**config.mk**
```make
export PLATFORM = sky130hd
export DESIGN_NAME = bootrom_arbiter_flat
export DESIGN_NICKNAME = d
export VERILOG_FILES = /design/src/rtl/bootrom_arbiter_if.sv /design/src/rtl/bootrom_arbiter.sv /design/src/flat_wrapper.sv
export SDC_FILE = /design/constraint.sdc
export NUM_CORES = 1
export LEC_CHECK = 0
export ABC_CLOCK_PERIOD_IN_PS = 5340
export CELL_PAD_IN_SITES_DETAIL_PLACEMENT = 1
export CELL_PAD_IN_SITES_GLOBAL_PLACEMENT = 2
export CORE_MARGIN = 1
export CORE_UTILIZATION = 24
export DETAILED_ROUTE_END_ITERATION = 16
export PLACE_DENSITY = 0.87
export SLEW_MARGIN = 30
export SYNTH_ARGS = -nofsm -noshare
export SYNTH_HDL_FRONTEND = slang
export SYNTH_SLANG_ARGS = --single-unit
```
**constraint.sdc**
```tcl
create_clock -name clk -period 5.34 [get_ports clk]
set_input_delay 1.068 -clock clk [delete_from_list [all_inputs] [get_ports clk]]
set_output_delay 1.068 -clock clk [all_outputs]
set_load 0.02 [all_outputs]
```
**src/rtl/bootrom_arbiter_if.sv**
```systemverilog
// Request/response bundle between one requester (fetch or load port) and the boot ROM arbiter.
// The master side issues addressed reads; the slave side answers with data and an access-fault flag.
interface bootrom_arbiter_if #(
  parameter int unsigned XLEN = 64
);
  logic            req_valid;
  logic            req_ready;
  logic [XLEN-1:0] req_addr;
  logic            resp_valid;
  logic            resp_ready;
  logic [XLEN-1:0] resp_data;
  logic            resp_err;

  modport master (
    output req_valid,
    output req_addr,
    output resp_ready,
    input  req_ready,
    input  resp_valid,
    input  resp_data,
    input  resp_err
  );

  modport slave (
    input  req_valid,
    input  req_addr,
    input  resp_ready,
    output req_ready,
    output resp_valid,
    output resp_data,
    output resp_err
  );
endinterface

```
**src/rtl/bootrom_arbiter.sv**
```systemverilog
// Shares a single-port, 1-cycle-latency boot ROM between a fetch port (m0) and a load port (m1).
// Round-robin arbitration, window/alignment decode, one transaction in flight at a time.
module bootrom_arbiter #(
  parameter int unsigned      XLEN            = 64,
  parameter int unsigned      BROM_SIZE_BYTES = 4096,
  parameter logic [XLEN-1:0]  BROM_BASE       = 64'h0000_1000,
  localparam int unsigned     ADDRWIDTH       = $clog2(BROM_SIZE_BYTES)
) (
  input  logic                  clk,
  input  logic                  rst_n,
  bootrom_arbiter_if.slave      m0_io,
  bootrom_arbiter_if.slave      m1_io,
  output logic [ADDRWIDTH-1:0]  rom_addr_o,
  input  logic [XLEN-1:0]       rom_rdata_i
);

  localparam int unsigned     ALIGN_BITS  = $clog2(XLEN / 8);
  localparam logic [XLEN-1:0] WINDOW_SIZE = XLEN'(BROM_SIZE_BYTES);

  typedef enum logic [1:0] {
    StIdle,
    StIssue,
    StCapt,
    StResp
  } state_e;

  state_e                   state_q, state_d;
  logic                     owner_q, owner_d;   // 0 = m0, 1 = m1
  logic                     rr_q, rr_d;         // requester favoured on a tie
  logic [ADDRWIDTH-1:0]     rom_addr_q, rom_addr_d;
  logic [1:0][XLEN-1:0]     data_q, data_d;
  logic [1:0]               err_q, err_d;

  logic                     gnt0, gnt1;
  logic                     accept;
  logic                     acc_id;
  logic [XLEN-1:0]          acc_addr;
  logic [XLEN-1:0]          acc_off;
  logic                     in_window;
  logic                     aligned;
  logic                     hit;
  logic                     owner_resp_ready;

  // Grants are only offered in IDLE, so req_ready never depends on the response channel.
  always_comb begin
    gnt0 = 1'b0;
    gnt1 = 1'b0;
    if (state_q == StIdle) begin
      if (m0_io.req_valid && (!m1_io.req_valid || !rr_q)) begin
        gnt0 = 1'b1;
      end else if (m1_io.req_valid) begin
        gnt1 = 1'b1;
      end
    end
  end

  assign accept   = gnt0 | gnt1;
  assign acc_id   = gnt1;
  assign acc_addr = gnt1 ? m1_io.req_addr : m0_io.req_addr;
  assign acc_off  = acc_addr - BROM_BASE;

  // Full-width compare on the offset: addresses below the base wrap to huge offsets and miss,
  // and the upper bound never overflows even for a window placed at the top of the map.
  assign in_window = (acc_addr >= BROM_BASE) && (acc_off < WINDOW_SIZE);
  assign aligned   = (acc_addr[ALIGN_BITS-1:0] == '0);
  assign hit       = in_window && aligned;

  assign owner_resp_ready = owner_q ? m1_io.resp_ready : m0_io.resp_ready;

  always_comb begin
    state_d    = state_q;
    owner_d    = owner_q;
    rr_d       = rr_q;
    rom_addr_d = rom_addr_q;
    data_d     = data_q;
    err_d      = err_q;

    unique case (state_q)
      StIdle: begin
        if (accept) begin
          owner_d = acc_id;
          rr_d    = ~acc_id;
          if (hit) begin
            rom_addr_d = acc_off[ADDRWIDTH-1:0];
            state_d    = StIssue;
          end else begin
            data_d[acc_id] = '0;
            err_d[acc_id]  = 1'b1;
            state_d        = StResp;
          end
        end
      end
      StIssue: begin
        state_d = StCapt;
      end
      StCapt: begin
        data_d[owner_q] = rom_rdata_i;
        err_d[owner_q]  = 1'b0;
        state_d         = StResp;
      end
      StResp: begin
        if (owner_resp_ready) begin
          state_d = StIdle;
        end
      end
      default: begin
        state_d = StIdle;
      end
    endcase
  end

  always_ff @(posedge clk or negedge rst_n) begin
    if (!rst_n) begin
      state_q    <= StIdle;
      owner_q    <= 1'b0;
      rr_q       <= 1'b0;
      rom_addr_q <= '0;
      data_q     <= '0;
      err_q      <= '0;
    end else begin
      state_q    <= state_d;
      owner_q    <= owner_d;
      rr_q       <= rr_d;
      rom_addr_q <= rom_addr_d;
      data_q     <= data_d;
      err_q      <= err_d;
    end
  end

  assign m0_io.req_ready  = gnt0;
  assign m1_io.req_ready  = gnt1;
  assign m0_io.resp_valid = (state_q == StResp) && !owner_q;
  assign m1_io.resp_valid = (state_q == StResp) && owner_q;
  assign m0_io.resp_data  = data_q[0];
  assign m1_io.resp_data  = data_q[1];
  assign m0_io.resp_err   = err_q[0];
  assign m1_io.resp_err   = err_q[1];
  assign rom_addr_o       = rom_addr_q;

endmodule
```
**src/flat_wrapper.sv**
```systemverilog
// flat-port wrapper written by rule: the top's interface ports become plain ports
module bootrom_arbiter_flat 
#(
  parameter int unsigned      XLEN            = 64,
  parameter int unsigned      BROM_SIZE_BYTES = 4096,
  parameter logic [XLEN-1:0]  BROM_BASE       = 64'h0000_1000,
  localparam int unsigned     ADDRWIDTH       = $clog2(BROM_SIZE_BYTES)
)
  (clk, rst_n, rom_addr_o, rom_rdata_i, m0_io_req_valid, m0_io_req_addr, m0_io_resp_ready, m0_io_req_ready, m0_io_resp_valid, m0_io_resp_data, m0_io_resp_err, m1_io_req_valid, m1_io_req_addr, m1_io_resp_ready, m1_io_req_ready, m1_io_resp_valid, m1_io_resp_data, m1_io_resp_err);
  bootrom_arbiter_if #(.XLEN(XLEN)) m0_io_i ();
  bootrom_arbiter_if #(.XLEN(XLEN)) m1_io_i ();
  input  logic clk;
  input  logic rst_n;
  output logic [ADDRWIDTH-1:0] rom_addr_o;
  input  logic [XLEN-1:0] rom_rdata_i;
  input wire logic [$bits(m0_io_i.req_valid)-1:0] m0_io_req_valid;
  input wire logic [$bits(m0_io_i.req_addr)-1:0] m0_io_req_addr;
  input wire logic [$bits(m0_io_i.resp_ready)-1:0] m0_io_resp_ready;
  output wire logic [$bits(m0_io_i.req_ready)-1:0] m0_io_req_ready;
  output wire logic [$bits(m0_io_i.resp_valid)-1:0] m0_io_resp_valid;
  output wire logic [$bits(m0_io_i.resp_data)-1:0] m0_io_resp_data;
  output wire logic [$bits(m0_io_i.resp_err)-1:0] m0_io_resp_err;
  input wire logic [$bits(m1_io_i.req_valid)-1:0] m1_io_req_valid;
  input wire logic [$bits(m1_io_i.req_addr)-1:0] m1_io_req_addr;
  input wire logic [$bits(m1_io_i.resp_ready)-1:0] m1_io_resp_ready;
  output wire logic [$bits(m1_io_i.req_ready)-1:0] m1_io_req_ready;
  output wire logic [$bits(m1_io_i.resp_valid)-1:0] m1_io_resp_valid;
  output wire logic [$bits(m1_io_i.resp_data)-1:0] m1_io_resp_data;
  output wire logic [$bits(m1_io_i.resp_err)-1:0] m1_io_resp_err;
  assign m0_io_i.req_valid = m0_io_req_valid;
  assign m0_io_i.req_addr = m0_io_req_addr;
  assign m0_io_i.resp_ready = m0_io_resp_ready;
  assign m0_io_req_ready = m0_io_i.req_ready;
  assign m0_io_resp_valid = m0_io_i.resp_valid;
  assign m0_io_resp_data = m0_io_i.resp_data;
  assign m0_io_resp_err = m0_io_i.resp_err;
  assign m1_io_i.req_valid = m1_io_req_valid;
  assign m1_io_i.req_addr = m1_io_req_addr;
  assign m1_io_i.resp_ready = m1_io_resp_ready;
  assign m1_io_req_ready = m1_io_i.req_ready;
  assign m1_io_resp_valid = m1_io_i.resp_valid;
  assign m1_io_resp_data = m1_io_i.resp_data;
  assign m1_io_resp_err = m1_io_i.resp_err;
  bootrom_arbiter #(.XLEN(XLEN), .BROM_SIZE_BYTES(BROM_SIZE_BYTES), .BROM_BASE(BROM_BASE)) u_core (.clk(clk), .rst_n(rst_n), .m0_io(m0_io_i), .m1_io(m1_io_i), .rom_addr_o(rom_addr_o), .rom_rdata_i(rom_rdata_i));
endmodule
```
==> flow_metrics.tcl <==
set metrics [dict create \
    status "finished clean" \
    cts_hold_buf 0 \
    path_max_fanout 11 \
    leakage_nw 4.97 \
    grt_first_pass_wirelength_um 47500 \
    yosys-top-cells-count "dfrtp_1 (146), a22o_1 (129), nand2_1 (65)" \
    drt-pass1-iter-count 5 \
    synth_area_leaders "dfrtp_1 (51%), a22o_1 (16%), nand2_1 (3.4%), mux2i_1 (2.1%), buf_6 (1.9%)" \
    fillers 3203 \
    syn_nets 846 \
    grt_max_degree 110 \
    drive_gt1_frac 0.101 \
    cp_data_arrival_time_ns 5.22 \
    drc 0 \
    synthMuxAreaShare 0.0414 \
    synth_warnings 0 \
    synth_top_family_by_area "compound AO/OA/AOI/OAI gates" \
    synthFlopType "dfrtp_1" \
    die_h_um 175 \
    clock-sinks 146 \
    synth-xor-area-share 0.0110 \
    clock_latency_ns 0.43 \
    rows 62 \
    antenna_found_initial 0 \
    port-buffer-count 343 \
    hold_viol 0 \
    finalSetupViolCount 0 \
    multi_input_comb_area_um2 3230 \
    slew_headroom 0.424 \
    cts_made_buffers 17 \
    antenna-diode-count 0 \
    drt-initial-drc-count 366 \
    dp_hpwl_um 23300 \
    max-cap-violations 0 \
    syn_area_um2 7170 \
    grt_use_total 0.202 \
    instances_no_fill 1407 \
    synth_edf_count 0 \
    p_per_area_nw_per_um2 508 \
    yosysSeqAreaShare 0.510 \
    fin_setup_tns_ns 0 \
    fp.dieArea_um2 30600 \
    num_io_pins 344 \
    yosysTopAreaCell "dfrtp_1" \
    drt_wl_total_um 30400 \
    coreArea_um2 29000 \
    fin_nets 1211 \
    route.detailed.vias_per_inst 5.05 \
    h-tree-depth 4 \
    ir_drop_mv 0.239 \
    grt_pass1_vias 7755 \
    crit_type "input port to flip-flop" \
    fin_crit_sh 0.918 \
    fin_crit_ns 4.90 \
    rsz0062_at_grt "no" \
    gr-total-overflow 0 \
    clk_path_buf_depth 2 \
    worstPathRequired_ns 5.66 \
    ant_nets 0 \
    final_max_slew_viol_count 0 \
    synth-seq-cells 146 \
    cts_setup_buffers 0 \
    yosysTopAreaCellShare 0.510 \
    gp_congestion 0.914 \
    start_util 0.247 \
    syn_avg_cell_area_um2 11.1 \
    worstMarginPinSlew_ns 0.864 \
    root_buffer "clkbuf_16" \
    ys_types 64 \
    synth_async_sr_flop_share 1.00 \
    die_w_um 175 \
    skew_ns 0.0126 \
    ff_latch_area_um2 3650 \
    startpoint_type "input port" \
    synth_compound_area_frac 0.237 \
    vias 7111 \
    hp-class "flip-flop to flip-flop" \
    cp-end-kind "flip-flop" \
    syn-instance-count 645 \
    yosys.area_share.simple 0.154 \
    cts_tree "done" \
    wl_per_cell_um 21.6 \
    cts_resized 0 \
    yosys.cell_count.top_type "dfrtp_1" \
    synth-adder-area-share 0.00524 \
    cts.clk_slew.worst_paths_ns 0.08 \
    area_delta_synth_final_pct 65.9 \
    dp_cells 1375 \
    timing.fmax_ghz 0.204 \
]
per-layer routing:
metal,wire length [um],GRT usage,part of all wire
met1,13300,0.261,0.44
met2,15000,0.343,0.49
met3,1610,0.0398,0.053
met4,497,0.0562,0.016
met5,0,0,0
worst paths after layout:
kind | from | endpoint | slack, ns | depth (start not counted)
worst min-delay path | u_core.m1_io.resp_data[28] | u_core.m1_io.resp_data[28] | 0.50 | 1
max in group asynchronous | rst_n | u_core.m1_io.resp_data[1] | 3.53 | 2
min in group asynchronous | rst_n | u_core.m0_io.resp_data[37] | 0.74 | 1
worst max-delay path | m1_io_req_addr[44] | u_core.rom_addr_o[8] | 0.44 | 13
worst max register to register | u_core.state_q[1] | u_core.rom_addr_o[8] | 1.03 | 16
worst min register to register | u_core.m1_io.resp_data[28] | u_core.m1_io.resp_data[28] | 0.50 | 1
power breakdown:
group | total [W] | switching, W | internal (W)
logic | 0.00304 | 0.00155 | 0.00148
registers | 0.00179 | 0.000261 | 0.00153
clock network | 0.00121 | 0.000576 | 0.000637
placed cells by master, fill, tap and decap left out, types with 5 or more instances in the layout:
cell / n
nor2_1: 24
clkdlybuf4s50_1: 342
or3_1: 18
dfrtp_1: 146
buf_12: 9
clkinv_8: 5
inv_1: 11
a22o_1: 129
mux2_2: 11
nand3_1: 7
nand4_1: 10
xnor2_1: 7
nor2b_1: 6
a21oi_1: 9
inv_8: 5
o2111ai_1: 5
o32ai_1: 5
buf_4: 33
nand2_1: 64
a31oi_1: 6
mux2i_1: 15
nor3_1: 25
o21ai_0: 17
nor4_1: 16
clkbuf_16: 17
sequential cells by signal (all words and copies together) (netlist names):
name	count
u_core.owner_q	1
u_core.state_q	2
u_core.rom_addr_o	12
u_core.m0_io.resp_data	64
u_core.rr_q	1
u_core.err_q	2
u_core.m1_io.resp_data	64
cell type report:
type,count,area share
inverter,12,0.00379
sequential,146,0.307
tap,384,0.0404
timing repair buffer,385,0.325
clock inverter,15,0.0157
multi-input combinational,448,0.272
clock buffer,17,0.0358
cell families (layout without fill, tap and decap cells):
| group | after synthesis | after routing |
|---|---|---|
| simple gates | 205 | 205 |
| xor+xnor | 9 | 9 |
| flops | 146 | 146 |
| buf+inv | 51 | 429 |
| compound gates | 204 | 204 |
| fa+ha+maj | 3 | 3 |
| mux | 27 | 27 |
metrics by stage:
stage / utilization / total power [W] / setup slack (ns) / instance area [um^2] / hold slack, ns
3_5_place_dp: 0.389 / 0.00487 / 0.00864 / 11300 / 0.483
5_1_grt: 0.410 / 0.00637 / 0.197 / 11900 / 0.513
4_1_cts: 0.410 / 0.00613 / 0.464 / 11900 / 0.504
2_1_floorplan: - / 0.00332 / 0.645 / 7170 / 0.492
3_3_place_gp: 0.389 / 0.00480 / 0.116 / 11300 / 0.480
6_report: 0.410 / 0.00604 / 0.438 / 11900 / 0.499
critical path, stage by stage:
cell,delay (ns)
clkdlybuf4s50_1,0.44
or3_1,0.39
or4_4,0.45
or4_4,0.51
a2111oi_4,0.42
buf_4,0.23
a31oi_1,0.08
a2111oi_0,0.42
and3_1,0.27
nand4_4,0.16
nor3b_2,0.20
buf_4,0.22
mux2_2,0.37
(Power assumes the default switching activity.)
